## config.mk

```make
export PLATFORM = sky130hd
export DESIGN_NAME = i2s_audio_tx_flat
export DESIGN_NICKNAME = d
export VERILOG_FILES = /design/src/rtl/i2s_audio_tx_if.sv /design/src/rtl/i2s_audio_tx.sv /design/src/flat_wrapper.sv
export SDC_FILE = /design/constraint.sdc
export NUM_CORES = 1
export LEC_CHECK = 0
export BUFFER_PORTS_ARGS = -buffer_cell sky130_fd_sc_hd__buf_2
export CORE_MARGIN = 1.5
export CORE_UTILIZATION = 40
export CTS_BUF_LIST = sky130_fd_sc_hd__clkbuf_4 sky130_fd_sc_hd__clkbuf_8
export DETAILED_ROUTE_END_ITERATION = 6
export GPL_TIMING_DRIVEN = 0
export PLACE_DENSITY_LB_ADDON = 0.12
export SETUP_SLACK_MARGIN = 0.02
export SYNTH_ARGS = -nofsm -noshare
export SYNTH_HDL_FRONTEND = slang
export SYNTH_SLANG_ARGS = --single-unit
```

## constraint.sdc

```tcl
create_clock -name clk -period 3.38 [get_ports clk]
set_clock_uncertainty 0.2 [all_clocks]
set_input_delay 1.014 -clock clk [delete_from_list [all_inputs] [get_ports clk]]
set_output_delay 1.014 -clock clk [all_outputs]
set_load 0.05 [all_outputs]
```

## src/rtl/i2s_audio_tx_if.sv

```systemverilog
// rtl/i2s_audio_tx_if.sv - audio sample, control and serial line bundle for the DAC transmitter
interface i2s_audio_tx_if #(
    parameter int IN_W = 18
);
    logic            ntscmode;
    logic            mono;
    logic [1:0]      volume;
    logic [IN_W-1:0] audio_l;
    logic [IN_W-1:0] audio_r;
    logic            sample_req;
    logic            hp_bck;
    logic            hp_ws;
    logic            hp_din;

    modport master (
        output ntscmode, mono, volume, audio_l, audio_r,
        input  sample_req, hp_bck, hp_ws, hp_din
    );

    modport slave (
        input  ntscmode, mono, volume, audio_l, audio_r,
        output sample_req, hp_bck, hp_ws, hp_din
    );
endinterface

```

## src/rtl/i2s_audio_tx.sv

```systemverilog
// rtl/i2s_audio_tx.sv - I2S / left-justified stereo DAC transmitter with bck divider and 3-stage sample pipeline
module i2s_audio_tx #(
    parameter int IN_W        = 18,
    parameter int SAMPLE_W    = 16,
    parameter int FS          = 24000,
    parameter int CLK_HZ_PAL  = 31500000,
    parameter int CLK_HZ_NTSC = 32940000,
    parameter int FORMAT      = 1,
    parameter int OUT_SHIFT   = 2
) (
    input  logic          clk,
    input  logic          pll_lock,
    i2s_audio_tx_if.slave bus
);
    localparam int DIV_PAL  = CLK_HZ_PAL / (FS * 2 * SAMPLE_W) / 2;
    localparam int DIV_NTSC = CLK_HZ_NTSC / (FS * 2 * SAMPLE_W) / 2;
    localparam int DIV_MAX  = (DIV_NTSC > DIV_PAL) ? DIV_NTSC : DIV_PAL;
    localparam int CNT_W    = $clog2(DIV_MAX) + 1;
    localparam int FRAME    = 2 * SAMPLE_W;
    localparam int BIT_W    = $clog2(FRAME);
    localparam int S1_SH    = IN_W - SAMPLE_W - 1;

    function automatic logic signed [SAMPLE_W-1:0] sat_in(input logic [IN_W-1:0] x);
        logic signed [SAMPLE_W:0] t;
        t = (SAMPLE_W+1)'($signed(x) >>> S1_SH);
        if (t[SAMPLE_W] != t[SAMPLE_W-1])
            return t[SAMPLE_W] ? {1'b1, {(SAMPLE_W-1){1'b0}}} : {1'b0, {(SAMPLE_W-1){1'b1}}};
        return t[SAMPLE_W-1:0];
    endfunction

    function automatic logic signed [SAMPLE_W-1:0] vol_scale(input logic signed [SAMPLE_W-1:0] x,
                                                             input logic [1:0] v);
        case (v)
            2'd0:    return '0;
            2'd1:    return x >>> 2;
            2'd2:    return x >>> 1;
            default: return x;
        endcase
    endfunction

    logic [CNT_W-1:0] div_cnt;
    logic [CNT_W-1:0] div_lim;
    logic             bck_q;
    logic             tick;
    logic             fall;

    // ">=" keeps a mid-count switch to the shorter divider from running past the new limit
    assign div_lim = bus.ntscmode ? CNT_W'(DIV_NTSC - 1) : CNT_W'(DIV_PAL - 1);
    assign tick    = (div_cnt >= div_lim);
    assign fall    = tick & bck_q;

    always_ff @(posedge clk or negedge pll_lock) begin
        if (!pll_lock) begin
            div_cnt <= '0;
            bck_q   <= 1'b0;
        end else if (tick) begin
            div_cnt <= '0;
            bck_q   <= ~bck_q;
        end else begin
            div_cnt <= div_cnt + 1'b1;
        end
    end

    logic signed [SAMPLE_W-1:0] s1_l, s1_r, s2_l, s2_r, s3_l, s3_r;
    logic signed [SAMPLE_W-1:0] mono_mix;

    assign mono_mix = (s2_l >>> 1) + (s2_r >>> 1);

    always_ff @(posedge clk or negedge pll_lock) begin
        if (!pll_lock) begin
            s1_l <= '0;
            s1_r <= '0;
            s2_l <= '0;
            s2_r <= '0;
            s3_l <= '0;
            s3_r <= '0;
        end else begin
            s1_l <= sat_in(bus.audio_l);
            s1_r <= sat_in(bus.audio_r);
            s2_l <= vol_scale(s1_l, bus.volume);
            s2_r <= vol_scale(s1_r, bus.volume);
            s3_l <= (bus.mono ? mono_mix : s2_l) >>> OUT_SHIFT;
            s3_r <= (bus.mono ? mono_mix : s2_r) >>> OUT_SHIFT;
        end
    end

    logic [BIT_W-1:0] bitcnt;
    logic [BIT_W-1:0] bitcnt_nxt;
    logic [FRAME-1:0] tx;
    logic [FRAME-1:0] tx_nxt;
    logic [FRAME-1:0] tx_sh;
    logic             wrap;
    logic             lj_q;
    logic             i2s_q;
    logic             req_q;

    assign wrap       = (bitcnt == BIT_W'(FRAME - 1));
    assign bitcnt_nxt = wrap ? '0 : bitcnt + 1'b1;
    assign tx_nxt     = wrap ? {s3_l, s3_r} : tx;
    assign tx_sh      = tx_nxt << bitcnt_nxt;

    // Everything serial moves on bck falling edges; i2s_q lags lj_q by one bit for Philips framing
    always_ff @(posedge clk or negedge pll_lock) begin
        if (!pll_lock) begin
            bitcnt <= '0;
            tx     <= '0;
            lj_q   <= 1'b0;
            i2s_q  <= 1'b0;
            req_q  <= 1'b0;
        end else begin
            req_q <= fall & wrap;
            if (fall) begin
                bitcnt <= bitcnt_nxt;
                tx     <= tx_nxt;
                lj_q   <= tx_sh[FRAME-1];
                i2s_q  <= lj_q;
            end
        end
    end

    assign bus.hp_bck     = bck_q;
    assign bus.hp_ws      = bitcnt[BIT_W-1];
    assign bus.hp_din     = (FORMAT != 0) ? i2s_q : lj_q;
    assign bus.sample_req = req_q;
endmodule

```

## src/flat_wrapper.sv

```systemverilog
// flat-port wrapper written by rule: the top's interface ports become plain ports
module i2s_audio_tx_flat 
#(
    parameter int IN_W        = 18,
    parameter int SAMPLE_W    = 16,
    parameter int FS          = 24000,
    parameter int CLK_HZ_PAL  = 31500000,
    parameter int CLK_HZ_NTSC = 32940000,
    parameter int FORMAT      = 1,
    parameter int OUT_SHIFT   = 2
)
  (clk, pll_lock, bus_ntscmode, bus_mono, bus_volume, bus_audio_l, bus_audio_r, bus_sample_req, bus_hp_bck, bus_hp_ws, bus_hp_din);
  i2s_audio_tx_if #(.IN_W(IN_W)) bus_i ();
  input  logic clk;
  input  logic pll_lock;
  input wire logic [$bits(bus_i.ntscmode)-1:0] bus_ntscmode;
  input wire logic [$bits(bus_i.mono)-1:0] bus_mono;
  input wire logic [$bits(bus_i.volume)-1:0] bus_volume;
  input wire logic [$bits(bus_i.audio_l)-1:0] bus_audio_l;
  input wire logic [$bits(bus_i.audio_r)-1:0] bus_audio_r;
  output wire logic [$bits(bus_i.sample_req)-1:0] bus_sample_req;
  output wire logic [$bits(bus_i.hp_bck)-1:0] bus_hp_bck;
  output wire logic [$bits(bus_i.hp_ws)-1:0] bus_hp_ws;
  output wire logic [$bits(bus_i.hp_din)-1:0] bus_hp_din;
  assign bus_i.ntscmode = bus_ntscmode;
  assign bus_i.mono = bus_mono;
  assign bus_i.volume = bus_volume;
  assign bus_i.audio_l = bus_audio_l;
  assign bus_i.audio_r = bus_audio_r;
  assign bus_sample_req = bus_i.sample_req;
  assign bus_hp_bck = bus_i.hp_bck;
  assign bus_hp_ws = bus_i.hp_ws;
  assign bus_hp_din = bus_i.hp_din;
  i2s_audio_tx #(.IN_W(IN_W), .SAMPLE_W(SAMPLE_W), .FS(FS), .CLK_HZ_PAL(CLK_HZ_PAL), .CLK_HZ_NTSC(CLK_HZ_NTSC), .FORMAT(FORMAT), .OUT_SHIFT(OUT_SHIFT)) u_core (.clk(clk), .pll_lock(pll_lock), .bus(bus_i));
endmodule
```

==> out/metrics.csv <==
metric,value,unit
r2r-end,u_core.s3_l[10],
clockBufferDepth,2,
syn-instance-count,536,
clk_latency,0.44,ns
rsz0062_at_grt,no,
final_common_cell,dfrtp_1,
synthesis.area,6335,um2
routedWlPerCell,14.77,um
crit_arrival,2.97,ns
crit_slowest_cell,o21ai_2,
r2r_slack,0.74,ns
ctsRootBufferMaster,clkbuf_8,
syn_avg_cell_area,11.82,um2
via_count,4052,
rr_startpoint,u_core.s2_r[6],
nets,660,
cp-endpoint,u_core.tx[11],
via_per_inst,4.954,
crit_buf_inv,3,
post_cts_buffers,0,
critical_path_class,primary input to register,
synth_area_leaders,"dfrtp_1, mux2_2, ha_1, a21o_1, a22o_1",
critPathMaxFanout,10,
dr.pass1.iters,4,
cts_resized,0,
status,completed,
pre_cts_slack,0.04115,ns
synth_fp_nets,602,
drtIter0Drc,115,
slowest_delay,0.41,ns
holdBufCountCts,0,
diodes,0,
hold_viol,0,
drtAntennaViolNets,0,
dieWidth,128.8,um
grt_pass1_vias,4159,
numCtsBuffers,17,
grtUsageTotal,16.24,%
setup_ws,0.5228,ns
initial_core_util,41.36,%
r2r_cells,7,
grt_pass1_wl,20740,um
tightest_slew,0.5577,ns
ys_ff_latch,135,
synth-async-reset-ratio,100.0,%
startpoint,bus_ntscmode,
drive_gt1_share,24.05,%
dp_cells,786,
yosys.area.top_type,dfrtp_1,
syn_to_final_growth,15.52,%
powerDensity,625.8,nW/um2
grt_max_degree,96,
numPortBuffers,38,
ir_drop,0.2531,mV
yosys.cell_types.count,49,
ys_warn_count,0,
synth-edff-count,0,
io-pin-count,46,
place_congestion,0.9040,
layout_common_cells,"dfrtp_1, mux2_2, nand2_1, buf_2, a21o_1",
post-route-util,47.79,%
drv_slew,0,
synth_top_area_share,53.33,%
cp_cell_sequence,"buf_2, inv_1, ha_1, nand2b_1, a21oi_1, o21ai_2, nand3_1, buf_2, mux2_2",
ys_seq_area_share,53.33,%
dp.final_hpwl,9106,um
max_cap_viol_count,0,
totalWireLength,12080,um
period_needed,2.857,ns
p_total,4.580,mW
leakagePower,3.668,nW
htreeDepth,4,
cpMostUsedCell,buf_2,
dieArea,16600,um2
cp.required,3.50,ns
critPathTopFamily,compound AO/OA/AOI/OAI gates,
fillers,1454,
dominantRegCellSynth,dfrtp_1,
drc,0,
antenna_found_initial,0,
fmax,350.0,MHz
endpoint_kind,register,
period_share,84.53,%
cts.sinks,135,
fp-row-count,45,
max-slew-margin-rel,62.82,%
fin_cells,818,
die_h,128.8,um
start_kind,primary input,
cp.depth,9,
grt-ovfl-total,0,
cts_tree,yes,
setup_viol,0,
core,15310,um2
clk_pin_slew,0.08,ns
hp-class,primary input to asynchronous set/reset pin,
[per-layer routing]
layer	up-vias	GRT usage, %	share of wire (%)	wire, um
li1	2022	-	-	-
met1	1929	19.77	45	5476
met2	78	27.27	49	5935
met3	23	3.617	2.9	349
met4	0	8.196	2.7	323
met5	-	0	0	0
[worst reg2reg max path: cells and delay by family (launching register included)]
kind                     cells  cell delay [ns]
AND/OR/NAND/NOR              2             0.60
adder cells (fa/ha/maj)      1             0.38
AO/OA/AOI/OAI                4             0.94
flip-flops                   1             0.40
[power by group]
part	switching, mW	internal (mW)	total, mW
Combinational	0.544	0.464	1.01
Clock	0.588	1.01	1.60
Sequential	0.135	1.84	1.97
[registers in the layout, summed over array words and instances (netlist names)]
name                   count
u_core.bitcnt              5
u_core.bus.hp_bck          1
u_core.bus.hp_din          1
u_core.bus.sample_req      1
u_core.div_cnt             6
u_core.lj_q                1
u_core.s1_l               15
u_core.s1_r               15
u_core.s2_l               15
u_core.s2_r               15
u_core.s3_l               14
u_core.s3_r               14
u_core.tx                 32
[stage by stage]
step	setup TNS, ns	instance area (um2)	hold slack [ns]
3_5_place_dp	0	6823	0.2571
5_1_grt	0	7318	0.2745
6_report	0	7318	0.2696
4_1_cts	0	7318	0.2553
2_1_floorplan	0	6335	0.2386
3_3_place_gp	-79.37	6789	0.2534
[cell usage after synthesis, types with 2 or more instances]
master / n
nand4_1: 2
o31ai_1: 5
o21a_1: 5
nor2_1: 19
buf_1: 2
buf_2: 4
nor3b_1: 2
and3_1: 2
and2_1: 2
inv_1: 29
a22o_1: 26
mux4_1: 4
mux4_2: 2
mux2_2: 59
mux2i_1: 8
o21ai_0: 25
nand3_1: 11
a31oi_1: 4
o21ai_2: 2
a31o_2: 2
a21o_1: 34
nor3_1: 3
xor2_1: 6
xnor2_1: 9
clkbuf_1: 20
nor2b_1: 2
o211ai_1: 3
dfrtp_1: 135
o21bai_1: 2
o2111ai_1: 2
ha_1: 24
a21oi_1: 16
nand2b_1: 5
or2_2: 2
nand2_1: 43
nor4b_1: 2
[how the worst min path moves through the flow]
stage	to	slack, ns	start	cells past startpoint
2_1_floorplan	u_core.bus.hp_din	0.24	u_core.lj_q	2
3_3_place_gp	u_core.bus.hp_din	0.25	u_core.bus.hp_din	2
3_5_place_dp	u_core.bus.hp_din	0.26	u_core.lj_q	2
4_1_cts	u_core.bus.hp_bck	0.26	pll_lock	1
5_1_grt	u_core.bitcnt[3]	0.27	pll_lock	1
6_report	u_core.bus.hp_bck	0.27	pll_lock	1
[cell type report]
cell class	instances	area, um2	area share [%]
flip-flops and latches	135	3378	46.16
clock buffers	21	276.5	3.778
repair buffers	39	224.0	3.060
inverters	29	108.9	1.487
plain buffers	28	121.4	1.658
well taps	211	264.0	3.607
clock inverters	11	219.0	2.992
multi-input cells	344	2726	37.25
[kinds of logic after synthesis]
kind of cell	after synthesis	synth area share [%]
adders and majority gates	24	4.740
buffers and inverters	57	3.634
AOI/OAI and AO/OA	131	14.54
DFF	135	53.33
and+or+nand+nor	99	7.249
muxes	73	14.12
other	1	0.05920
xor gates and xnor gates	16	2.331
No activity file was read; power rests on OpenSTA's default activity.
